<file path="src/rtl/am386_sdram_bridge.sv">
// Am386SX non-pipelined bus cycles (sampled on CLK2) to single-word Avalon-MM SDRAM transfers.
// Optional REQ/RDWAIT watchdog is built when AM386_BRIDGE_TIMEOUT_EN is defined.
module am386_sdram_bridge #(
  parameter int unsigned TIMEOUT_CYCLES = 1024,
  parameter logic [15:0] UNMAPPED_DATA  = 16'hFFFF
) (
  input  logic        clk,
  input  logic        reset_n,
  input  logic        cpu_ads_n,
  input  logic        cpu_mio,
  input  logic        cpu_dc,
  input  logic        cpu_wr,
  input  logic [1:0]  cpu_be_n,
  input  logic [22:0] cpu_addr,
  input  logic [15:0] cpu_data_in,
  output logic [15:0] cpu_data_out,
  output logic        cpu_data_oe,
  output logic        cpu_ready_n,
  output logic [21:0] az_addr,
  output logic [1:0]  az_be_n,
  output logic [15:0] az_data,
  output logic        az_rd_n,
  output logic        az_wr_n,
  input  logic [15:0] za_data,
  input  logic        za_valid,
  input  logic        za_waitrequest,
  output logic        busy,
  output logic        timeout_err
);

  localparam logic [2:0] StIdle   = 3'd0;
  localparam logic [2:0] StWdata  = 3'd1;
  localparam logic [2:0] StReq    = 3'd2;
  localparam logic [2:0] StRdwait = 3'd3;
  localparam logic [2:0] StAck    = 3'd4;

  logic [2:0] state;
  logic       ph;
  logic       cyc_wr;
  logic       mapped;
  logic       tmo_fire;

  // cpu_addr holds A[23:1]; halt/shutdown (M/IO#=1, D/C#=0, W/R#=1) never reaches SDRAM.
  assign mapped = cpu_mio && !cpu_addr[22] && !(!cpu_dc && cpu_wr);
  assign busy   = (state != StIdle);

`ifdef AM386_BRIDGE_TIMEOUT_EN
  localparam int unsigned CntW = ($clog2(TIMEOUT_CYCLES) > 10) ? $clog2(TIMEOUT_CYCLES) : 10;

  logic [CntW-1:0] tmo_cnt;
  logic            tmo_err_q;
  logic            in_wait;

  // Fires only when the normal completion condition is absent on the same edge.
  assign in_wait  = ((state == StReq) && za_waitrequest) || ((state == StRdwait) && !za_valid);
  assign tmo_fire = in_wait && (tmo_cnt == CntW'(TIMEOUT_CYCLES - 1));

  always_ff @(posedge clk) begin
    if (!reset_n) begin
      tmo_cnt   <= '0;
      tmo_err_q <= 1'b0;
    end else begin
      if ((state == StReq) || (state == StRdwait)) begin
        tmo_cnt <= tmo_cnt + 1'b1;
      end else begin
        tmo_cnt <= '0;
      end
      if (tmo_fire) begin
        tmo_err_q <= 1'b1;
      end
    end
  end

  assign timeout_err = tmo_err_q;
`else
  assign tmo_fire    = 1'b0;
  assign timeout_err = 1'b0;
`endif

  always_ff @(posedge clk) begin
    if (!reset_n) begin
      state        <= StIdle;
      ph           <= 1'b0;
      cyc_wr       <= 1'b0;
      cpu_data_out <= '0;
      cpu_data_oe  <= 1'b0;
      cpu_ready_n  <= 1'b1;
      az_addr      <= '0;
      az_be_n      <= 2'b11;
      az_data      <= '0;
      az_rd_n      <= 1'b1;
      az_wr_n      <= 1'b1;
    end else begin
      ph <= ~ph;
      case (state)
        StIdle: begin
          if (ph && !cpu_ads_n) begin
            az_addr     <= cpu_addr[21:0];
            az_be_n     <= cpu_be_n;
            cyc_wr      <= cpu_wr;
            cpu_data_oe <= !cpu_wr;
            if (!mapped) begin
              state <= StAck;
              if (!cpu_wr) begin
                cpu_data_out <= UNMAPPED_DATA;
              end
            end else if (cpu_wr) begin
              state <= StWdata;
            end else begin
              state   <= StReq;
              az_rd_n <= 1'b0;
            end
          end
        end
        StWdata: begin
          if (ph) begin
            az_data <= cpu_data_in;
            az_wr_n <= 1'b0;
            state   <= StReq;
          end
        end
        StReq: begin
          if (!za_waitrequest) begin
            az_rd_n <= 1'b1;
            az_wr_n <= 1'b1;
            state   <= cyc_wr ? StAck : StRdwait;
          end else if (tmo_fire) begin
            az_rd_n <= 1'b1;
            az_wr_n <= 1'b1;
            state   <= StAck;
            if (!cyc_wr) begin
              cpu_data_out <= UNMAPPED_DATA;
            end
          end
        end
        StRdwait: begin
          if (za_valid) begin
            cpu_data_out <= za_data;
            state        <= StAck;
          end else if (tmo_fire) begin
            cpu_data_out <= UNMAPPED_DATA;
            state        <= StAck;
          end
        end
        StAck: begin
          // READY# spans one full processor clock, starting after a ph==1 edge.
          if (ph) begin
            if (cpu_ready_n) begin
              cpu_ready_n <= 1'b0;
            end else begin
              cpu_ready_n <= 1'b1;
              cpu_data_oe <= 1'b0;
              state       <= StIdle;
            end
          end
        end
        default: state <= StIdle;
      endcase
    end
  end

endmodule

</file>
<file path="config.mk">
export PLATFORM = sky130hd
export DESIGN_NAME = am386_sdram_bridge
export DESIGN_NICKNAME = d
export VERILOG_FILES = /design/src/rtl/am386_sdram_bridge.sv
export SDC_FILE = /design/constraint.sdc
export NUM_CORES = 1
export LEC_CHECK = 0
export ABC_AREA = 0
export BUFFER_PORTS_ARGS = -buffer_cell sky130_fd_sc_hd__buf_2
export CORE_MARGIN = 10
export CORE_UTILIZATION = 49
export DETAILED_ROUTE_END_ITERATION = 6
export HOLD_SLACK_MARGIN = 0.12
export PLACE_DENSITY = 0.8
export SLEW_MARGIN = 15
export SYNTH_ARGS = -nofsm -noshare
export SYNTH_HDL_FRONTEND = slang
export SYNTH_SLANG_ARGS = --single-unit
</file>
<file path="constraint.sdc">
create_clock -name clk -period 3 [get_ports clk]
set_input_delay 0.6 -clock clk [delete_from_list [all_inputs] [get_ports clk]]
set_output_delay 0.6 -clock clk [all_outputs]
set_load 0.005 [all_outputs]
</file>
# After elaboration in Yosys (flattened, before gate mapping)
# Index checks and enable logic that the tools add are counted.
[op_classes] n_eq_ne=13 muxes=27 bitwise=1 n_reduce_logical=23
[ops] op="2-to-1 mux 16 bit" n=4
[ops] op="case mux 16 bit (2 select lines)" n=1
[ops] op="2-to-1 mux 3 bit" n=8
[ops] op="inequality test 2 bit (second input constant)" n=9
[ops] op="case mux 3 bit (5 select lines)" n=1
[ops] op="AND reduction 5 bit" n=2
[ops] op="2-to-1 mux 1 bit" n=9
[ops] op="nonzero test 2 bit" n=4
[ops] op="equality test 3 x 2 -> 1 bit (second input constant)" n=2
[ops] op="case mux 1 bit (2 select lines)" n=3
[ops] op="AND reduction 2 bit" n=3
[ops] op="AND reduction 6 bit" n=1
[ops] op="logical NOT 1 bit" n=5
[ops] op="logical AND 1 bit" n=4
[ops] op="AND reduction 4 bit" n=1
[ops] op="equality test 3 x 1 -> 1 bit (second input constant)" n=1
[ops] op="equality test 3 bit (second input constant)" n=1
[ops] op="logical NOT 3 bit" n=1
[ops] op="AND reduction 3 bit" n=1
[ops] op="nonzero test 3 bit" n=1
[ops] op="2-to-1 mux 2 bit" n=1
[ops] op="NOT 1 bit" n=1
[word_totals] reg_bits=65 in_bits=65 out_inout_bits=62 elab_cells=75

# Depth between registers and ports, before layout
# Gate-level depths: netlist of the first run.
[depth] depth_word=7 depth_mapped=7 mapped_depth_nobuf=5

# Worst setup path after synthesis of the first run
# OpenSTA, ideal clock, no wires.
[synth_timing] path_type="input to register" start="in cpu_ads_n" end="reg cpu_data_out[0]" setup_time_ns=0.059 arrival_time_ns=1.523 t_required_ns=2.941 setup_slack_ns=1.419 stages=6 path_buffers=2 path_cell_list="nor3b_2 -> nand2b_1 -> buf_6 -> a21oi_4 -> buf_6 -> o221a_2"
[synth_via] elab_chain_cells=4
[synth_rtl] element="start, declared" line_no="9" text="input logic cpu_ads_n,"
[synth_rtl] element="logical NOT 1 bit" line_no="97" text="if (ph && !cpu_ads_n) begin"
[synth_rtl] element="logical AND 1 bit" line_no="97"
[synth_rtl] element="inequality test 2 bit (no line)"
[synth_rtl] element="AND reduction 5 bit (no line)"
[synth_rtl] element="end signal, assigned" line_no="138" text="cpu_data_out <= za_data;"
[synth_rtl] element="end, declared" line_no="16" text="output logic [15:0] cpu_data_out,"
# Every way passes these cells.
# A chain may end at the register's enable or synchronous reset.

# Final worst setup path of the first run
[layout_timing] start="reg state[2]" end="out busy"
[layout_via] elab_chain_cells=1
[layout_rtl] element="start, declared" line_no="37" text="logic [2:0] state;"
[layout_rtl] element="start signal, assigned" line_no="82" text="state <= StIdle;"
[layout_rtl] element="start signal, assigned" line_no="103" text="state <= StAck;"
[layout_rtl] element="start signal, assigned" line_no="108" text="state <= StWdata;"
[layout_rtl] element="nonzero test 3 bit" line_no="45" text="assign busy = (state != StIdle);"
[layout_rtl] element="end, declared" line_no="27" text="output logic busy,"
# Every way passes these cells.

==> impl_results.md, run 1 <==
- Outcome: completed
- Pin count of the biggest net entering global routing: 40
- Commonest cells after routing, fill and taps aside: 125 x buf_2, 86 x nand2_1, 65 x dfxtp_1
- DR iter-0 viols: 68
- GRT Total Usage: 16.5%
- Largest delay share family, worst path: flip-flops
- Worst path bufs/invs: 2
- Layout area overhead: 31.4%
- Ratio of cells with drive above 1 in the final layout: 39.0%
- Worst path cell trace: nor3_1 > inv_1 > buf_2
- Vias/cell: 5.00
- Starting density of the core: 50.9%
- Slew Limit Fails: 0
- Cells after Synth: 288
- Remaining global-route overflow: 0
- Unrepaired setup endpoints after global routing: false
- Rel. slew slack: 31.3%
- Warnings, synthesis: 0
- Hold Path Class: flop to flop
- Final period util: 67.5%
- Die area: 0.00866 mm2
- CP max FO: 13
- Design area: 0.00344 mm2
- Pre-antenna DRT Iters: 4
- # setup viols final: 0
- Max-cap violation count: 0
- Top Layer Used: met4
- ANT nets after route: 0
- Yosys reg bits: 65
- Core area: 0.00514 mm2
- Clk Latency, worst-skew pair: 340 ps
- Mapped Nets: 353
- Drc violations: 0
- CTS tree: built
- Kind of critical path: flop to output pin
- CP endpoint kind: output pin
- Worst path max stage delay: 420 ps
- Setup TNS: 0 ps
- Leakage power: 0.00154 uW
- CTS Hold Buffers Added: 0
- Initial antenna violation count: 0
- Num CTS Buffers: 9
- Antenna cells: 0
- DRT Wirelength: 7260 um
- PwrDens: 724 mW/mm2
- Peak supply drop: 403 uV
- Final hold violation count: 0
- Clock sinks: 65
- First-pass GRT wire length: 11700 um
- Syn Area/Cell: 9.08 um2
- Clk pin slew, worst setup/hold paths: 60 ps
- Post-synth top area cell: dfxtp_1
- Post-synth top area share: 49.8%
- I/O pin count: 127
- Vias: 2401
- Worst endpoint required time: 2400 ps
- CP arrival: 1420 ps
- Hold slack: 449 ps
- Placed cell areas: 0.00323 mm2
- Post-CTS Setup Bufs: 0
- Met3 WL: 824 um
- Root buf cell: clkbuf_8
- DP Wirelength: 5360 um
- Row count: 26
- Pwr Total: 2490 uW
- Number of global-route vias before repair: 2489
- Met2 wire length: 3110 um
- Max Fclk: 494 MHz
- Largest cells by area after synthesis: dfxtp_1 50%, nand2_1 12%, a21boi_0 8.9%, o221a_2 6.9%, a21boi_1 2.3%
- Synth unique cells: 38
- DRT met1 WL: 3180 um
- Cts repair resizes: 0
- Die Ht: 93.1 um
- Skew final: 7.61 ps
- PortBufs: 125
- DR WL/cell: 15.1 um
- Crit-path slowest cell: dfxtp_1
- H-tree depth: 3
- Max clock buf depth: 2
- Commonest non-fill, non-tap cell in the layout: buf_2
- Slew @ Worst Pin: 1030 ps
- DIE WIDTH: 93.1 um
- Layout Nets: 470
- Mapped Area: 0.00262 mm2
- GPL Wtd Cong: 0.948
- Post-layout min period: 2020 ps
- Type of origin of the critical path: flop
- Post-synthesis sequential area ratio: 49.8%
## synth_stat cells (all sizes together)
cell / instances
nand2: 86
dfxtp: 65
a21boi: 39
o221a: 16
buf: 12
clkbuf: 10
nand2b: 7
a21oi: 5
nor2b: 5
inv: 4
nor2: 4
o21ai: 4
nand3: 3
nor3: 3
nor3b: 3
o211ai: 3
o31ai: 3
a31oi: 2
or2: 2
a2111oi: 1
a211oi: 1
and2: 1
and3: 1
conb: 1
mux2i: 1
nand4: 1
nand4b: 1
o41ai: 1
or3: 1
or4b: 1
or4bb: 1
## state kept, by name (all words and copies together) (netlist names)
register      flops
az_wr_n           1
az_data          16
cpu_data_oe       1
cpu_data_out     16
az_addr          22
cpu_ready_n       1
az_be_n           2
az_rd_n           1
state             3
ph                1
cyc_wr            1
## worst reg2reg max path, cell delays in order (launching register included)
cell	delay (ps)
dfxtp_1	440
nand2b_1	290
nor2_1	810
nand2_1	120
a21boi_0	200
## report_power, final
group | internal [uW] | total, uW | switching (uW)
combinational | 289 | 634 | 345
sequential | 971 | 1070 | 103
clock | 468 | 779 | 311
total | 1730 | 2490 | 759
## routing by layer
metal	vias up	GRT usage [%]
met2	93	24.9
met3	14	8.95
met4	0	7.33
met5	-	0
li1	1222	-
met1	1072	18.8
## final timing paths
path	start	endpoint	slack (ps)	cells past startpoint
hold reg to reg	az_addr[10]$_SDFFE_PN0P_	az_addr[10]$_SDFFE_PN0P_	450	2
setup / recovery	state[2]$_SDFFE_PN0P_	busy	980	3
setup reg to reg	state[1]$_SDFFE_PN0P_	az_data[12]$_SDFFE_PN0P_	1060	4
hold / removal	az_addr[10]$_SDFFE_PN0P_	az_addr[10]$_SDFFE_PN0P_	450	2
## cells by family after synthesis
group / after synthesis / share of synthesized area (%)
compound gates: 75 / 23.6
buf+inv: 26 / 5.12
flops: 65 / 49.8
mux: 1 / 0.383
other cells: 1 / 0.143
simple gates: 120 / 21.0
## final cells by class
type / instances / area, um2
inverters: 4 / 15.0
clock inverters: 3 / 65.1
flip-flops and latches: 65 / 1300
well taps: 70 / 87.6
multi-input cells: 197 / 1180
fillers: 468 / 1700
repair buffers: 128 / 648
clock buffers: 13 / 139
## stage by stage
| step | std cells | setup slack (ps) | utilization (%) |
|---|---|---|---|
| CTS | 480 | 982 | 66.8 |
| global placement | 464 | 1120 | 62.9 |
| detailed placement | 464 | 1060 | 62.9 |
| finish | 480 | 976 | 66.8 |
| global route | 480 | 847 | 66.8 |
| floorplan | 288 | 1420 | - |
No activity file was read; power rests on OpenSTA's default activity.
==> run 2, diff against run 1 <==
- CORE_UTILIZATION: 49 -> 41
- PLACE_DENSITY: 0.8 -> 0.71
- clock period: 3 -> 1.8 ns (I/O delays scaled with it)
==> impl_results.md, run 2 (synthesized netlist as in run 1, its figures left out) <==
- Unrepaired setup endpoints after global routing: true
- Antenna cells: 0
- Vias/cell: 4.91
- Layout area overhead: 35.4%
- Worst path bufs/invs: 2
- Reg-to-reg startpoint: state[0]$_SDFFE_PN0P_
- Hold Path Class: input pin to flop
- First-pass GRT wire length: 11900 um
- Clock sinks: 65
- CTS Hold Buffers Added: 0
- Type of origin of the critical path: flop
- Row count: 29
- Outcome: completed
- GRT Total Usage: 14.3%
- Max clock buf depth: 2
- Sw power: 1310 uW
- DIE WIDTH: 99.9 um
- PwrDens: 1180 mW/mm2
- Remaining global-route overflow: 0
- Final hold violation count: 0
- Crit-path slowest cell: dfxtp_1
- Largest delay share family, worst path: flip-flops
- Leakage power: 0.00160 uW
- Sequential power share: 41.6%
- Kind of critical path: flop to output pin
- Hold path startpoint: cpu_be_n[0]
- Worst path max stage delay: 400 ps
- Max FFs per register: 22
- Pre-antenna DRT Iters: 4
- Largest regs: az_addr x22, az_data x16, cpu_data_out x16
- Slew @ Worst Pin: 634 ps
- DRT Wirelength: 7320 um
- Slew Limit Fails: 0
- ANT nets after route: 0
- Clock Power Share: 29.1%
- H-tree depth: 3
- Rel. slew slack: 57.7%
- DR iter-0 viols: 123
- Pint: 2860 uW
- Pwr Total: 4170 uW
- DR WL/cell: 14.7 um
- Reg with most FFs: az_addr
- Initial antenna violation count: 0
- Final period util: 96.8%
- CP arrival: 1380 ps
- Hold slack: 240 ps
- Max Fclk: 574 MHz
- Worst setup margin: 58.3 ps
- CTS tree: built
- Drc violations: 0
- Number of global-route vias before repair: 2492
- Vias: 2451
- Die area: 0.00997 mm2
- Starting density of the core: 41.7%
- Clk Latency, worst-skew pair: 330 ps
- Worst endpoint required time: 1440 ps
- Peak supply drop: 687 uV
- Num CTS Buffers: 9
- Die Ht: 99.9 um
- Max-cap violation count: 0
- PortBufs: 125
- Skew final: 7.86 ps
- Clk pin slew, worst setup/hold paths: 70 ps
- Pre-CTS setup slack: -20.9 ps
- CP endpoint kind: output pin
- Commonest cells after routing, fill and taps aside: 125 x buf_2, 86 x nand2_1, 65 x dfxtp_1
- Reg2reg setup slack: 100 ps
- Pin count of the biggest net entering global routing: 29
- Ratio of cells with drive above 1 in the final layout: 41.9%
- Post-layout min period: 1740 ps
- I/O pin count: 127
- CP max FO: 11
- CP Launch Point: state[0]$_SDFFE_PN0P_
- Net Sw Frac: 31.3%
- Logic pwr share: 29.3%
- Commonest non-fill, non-tap cell in the layout: buf_2
- GPL Wtd Cong: 0.819
- Root buf cell: clkbuf_8
- Layout Nets: 482
- Worst path cell trace: nor3_1 > inv_1 > buf_2
- # setup viols final: 0
- Core area: 0.00628 mm2
- DP Wirelength: 5550 um
## run 2: worst paths after layout
| kind | end | cells past startpoint |
|---|---|---|
| worst max register to register | az_addr[14]$_SDFFE_PN0P_ | 5 |
| worst max-delay path | busy | 3 |
| worst min-delay path | az_be_n[0]$_SDFFE_PN1P_ | 3 |
| worst min register to register | az_data[11]$_SDFFE_PN0P_ | 2 |
## run 2: layout make-up
type	instances	area, um2
sequential	65	1300
timing repair buffer	140	751
fill	608	2740
clock inverter	6	57.6
multi-input combinational	197	1180
tap	77	96.3
clock buffer	10	138
inverter	4	15.0
## run 2: stage by stage
| stage | instance area [um2] | setup TNS [ps] | std cells | util, % |
|---|---|---|---|---|
| global route | 3540 | -232 | 499 | 56.4 |
| CTS | 3520 | 0 | 498 | 56.1 |
| detailed placement | 3320 | -30.4 | 482 | 52.9 |
| global placement | 3320 | 0 | 482 | 52.9 |
| finish | 3540 | 0 | 499 | 56.4 |
| floorplan | 2620 | 0 | 288 | - |
## run 2: metal layers
layer | GRT usage, % | share of wire [%] | vias to the layer above
li1 | - | - | 1251
met1 | 16.4 | 42 | 1102
met2 | 21.7 | 45 | 88
met3 | 7.28 | 12 | 10
met4 | 6.95 | 1.6 | 0
met5 | 0 | 0 | -
## run 2: tightest hold or removal path, stage by stage
cell and delay (ps):
buf_2 80, nand2_1 40, nand3_1 60
## run 2: timing repair
action,4_1_cts,5_1_grt
setup buffers,0,1
setup endpoints to repair,9,26
cloned,0,0
pin swaps,0,1
gates resized for setup,1,0
## run 2: power groups by stage
stage,sequential [uW],combinational [uW],clock [uW]
6_report,1730,1220,1210
5_1_grt,1760,1380,1320
4_1_cts,1730,1220,1260
3_5_place_dp,1770,1210,0
3_3_place_gp,1760,1200,0
2_1_floorplan,1750,806,0
==> run 3, diff against run 2 <==
- CELL_PAD_IN_SITES_DETAIL_PLACEMENT: default -> 0
- CELL_PAD_IN_SITES_GLOBAL_PLACEMENT: default -> 1
- CORE_ASPECT_RATIO: default -> 1.75
- CORE_UTILIZATION: 41 -> 35
- PLACE_DENSITY: 0.71 -> 0.8
- clock period: 1.8 -> 2.05 ns (I/O delays scaled with it)
==> impl_results.md, run 3 (synthesized netlist as in run 1, its figures left out) <==
- Final hold violation count: 0
- Placed cell areas: 0.00331 mm2
- Area occupied by multi-input gates: 0.00118 mm2
- Design area: 0.00363 mm2
- Layout Nets: 478
- Initial antenna violation count: 0
- Clk Latency, worst-skew pair: 320 ps
- Vias: 2429
- DR iter-0 viols: 111
- CTS tree: built
- GPL Wtd Cong: 0.941
- GR Util met1: 14.0%
- Ratio of cells with drive above 1 in the final layout: 40.8%
- Layout area overhead: 38.7%
- DRT Wirelength: 8320 um
- GRT Total Usage: 14.1%
- Reg-to-reg startpoint: state[2]$_SDFFE_PN0P_
- Max FFs per register: 22
- Max-cap violation count: 0
- Antenna cells: 0
- DR WL/cell: 16.5 um
- I/O pin count: 127
- Reg with most FFs: az_addr
- CP Launch Point: state[2]$_SDFFE_PN0P_
- Peak supply drop: 632 uV
- CP endpoint kind: output pin
- Slew Limit Fails: 0
- Core area: 0.00723 mm2
- Number of global-route vias before repair: 2450
- Pre-antenna DRT Iters: 4
- # setup viols final: 0
- CP max FO: 12
- Clk pin slew, worst setup/hold paths: 50 ps
- Worst endpoint required time: 1640 ps
- Hold path startpoint: cpu_be_n[1]
- Num CTS Buffers: 9
- Placed insts: 488
- Met2 Resource Use GR: 24.5%
- DIE WIDTH: 85.3 um
- ANT nets after route: 0
- Met3 Usage GRT: 5.15%
- Post-layout min period: 1810 ps
- Remaining global-route overflow: 0
- Outcome: completed
- GR peak layer: met2
- DP Wirelength: 6240 um
- Kind of critical path: flop to output pin
- Setup TNS: 0 ps
- Root buf cell: clkbuf_16
- Pin count of the biggest net entering global routing: 31
- Hold Path Class: input pin to flop
- FF-to-FF path depth: 5
- PortBufs: 125
- Rel. slew slack: 55.5%
- Commonest non-fill, non-tap cell in the layout: buf_2
- Commonest cells after routing, fill and taps aside: 125 x buf_2, 86 x nand2_1, 65 x dfxtp_1
- Drc violations: 0
- CTS Hold Buffers Added: 0
- Cts repair resizes: 0
- Skew final: 4.90 ps
- Post-CTS Setup Bufs: 0
- Row count: 41
- Unrepaired setup endpoints after global routing: false
- First-pass GRT wire length: 12800 um
- Die Ht: 134 um
- PwrDens: 1160 mW/mm2
- H-tree depth: 3
- Die area: 0.0115 mm2
- Slew @ Worst Pin: 666 ps
- Starting density of the core: 36.2%
- Max Fclk: 552 MHz
- Hold slack: 294 ps
- Max clock buf depth: 2
- Sequential cell area: 0.00130 mm2
- CP arrival: 1400 ps
- Clock sinks: 65
- Leakage power: 0.00163 uW
- Largest regs: az_addr x22, az_data x16, cpu_data_out x16
- Fillcell total: 711
- Vias/cell: 4.83
- Final period util: 88.4%
- Reg2reg setup slack: 270 ps
- Finished Layout Cells: 503
- WHS Path Cells: 3
- Type of origin of the critical path: flop
- Worst setup margin: 239 ps
- Pre-CTS setup slack: 289 ps
==> run 3: cell types whose count changed in the layout (fill, tap and decap cells not counted), moves of 2 or more <==
| cell | before | now |
|---|---|---|
| clkinv_2 | 4 | 1 |
| buf_4 | 14 | 11 |
| clkbuf_16 | 0 | 9 |
| clkbuf_8 | 10 | 1 |
| clkbuf_1 | 0 | 2 |
==> run 3: path summary, 6_finish.rpt <==
kind / end
setup / recovery: busy
setup reg to reg: cpu_data_out[8]$_SDFFE_PN0P_
hold / removal: az_be_n[1]$_SDFFE_PN1P_
hold reg to reg: az_addr[6]$_SDFFE_PN0P_
==> run 3: layer usage <==
layer | vias to the layer above | part of all wire, %
met3 | 8 | 6.2
li1 | 1235 | -
met2 | 73 | 54
met5 | - | 0
met1 | 1113 | 38
met4 | 0 | 1.9
==> run 3: through the flow <==
step / util [%] / total power (uW)
floorplan: - / 2250
global placement: 45.8 / 2600
detailed placement: 45.8 / 2620
CTS: 50.1 / 4240
global route: 50.1 / 4430
finish: 50.1 / 4200
==> run 3: layout make-up <==
class                      count  share of cell area [%]
timing repair buffer         136                    19.5
tap                           86                    2.97
clock buffer                  12                    6.80
multi-input combinational    197                    32.6
sequential                    65                    35.9
clock inverter                 3                    1.79
inverter                       4                   0.414
==> run 3: critical path: stages, from the launching register on <==
cell     delay [ps]
dfxtp_1         300
buf_4           160
nor3_1          320
inv_1           140
buf_2           150
==> run 3: where the power goes <==
group          switching (uW)  internal [uW]  total (uW)
logic                     619            475        1090
clock network             518           1090        1610
registers                72.0           1420        1500
total                    1210           2990        4200
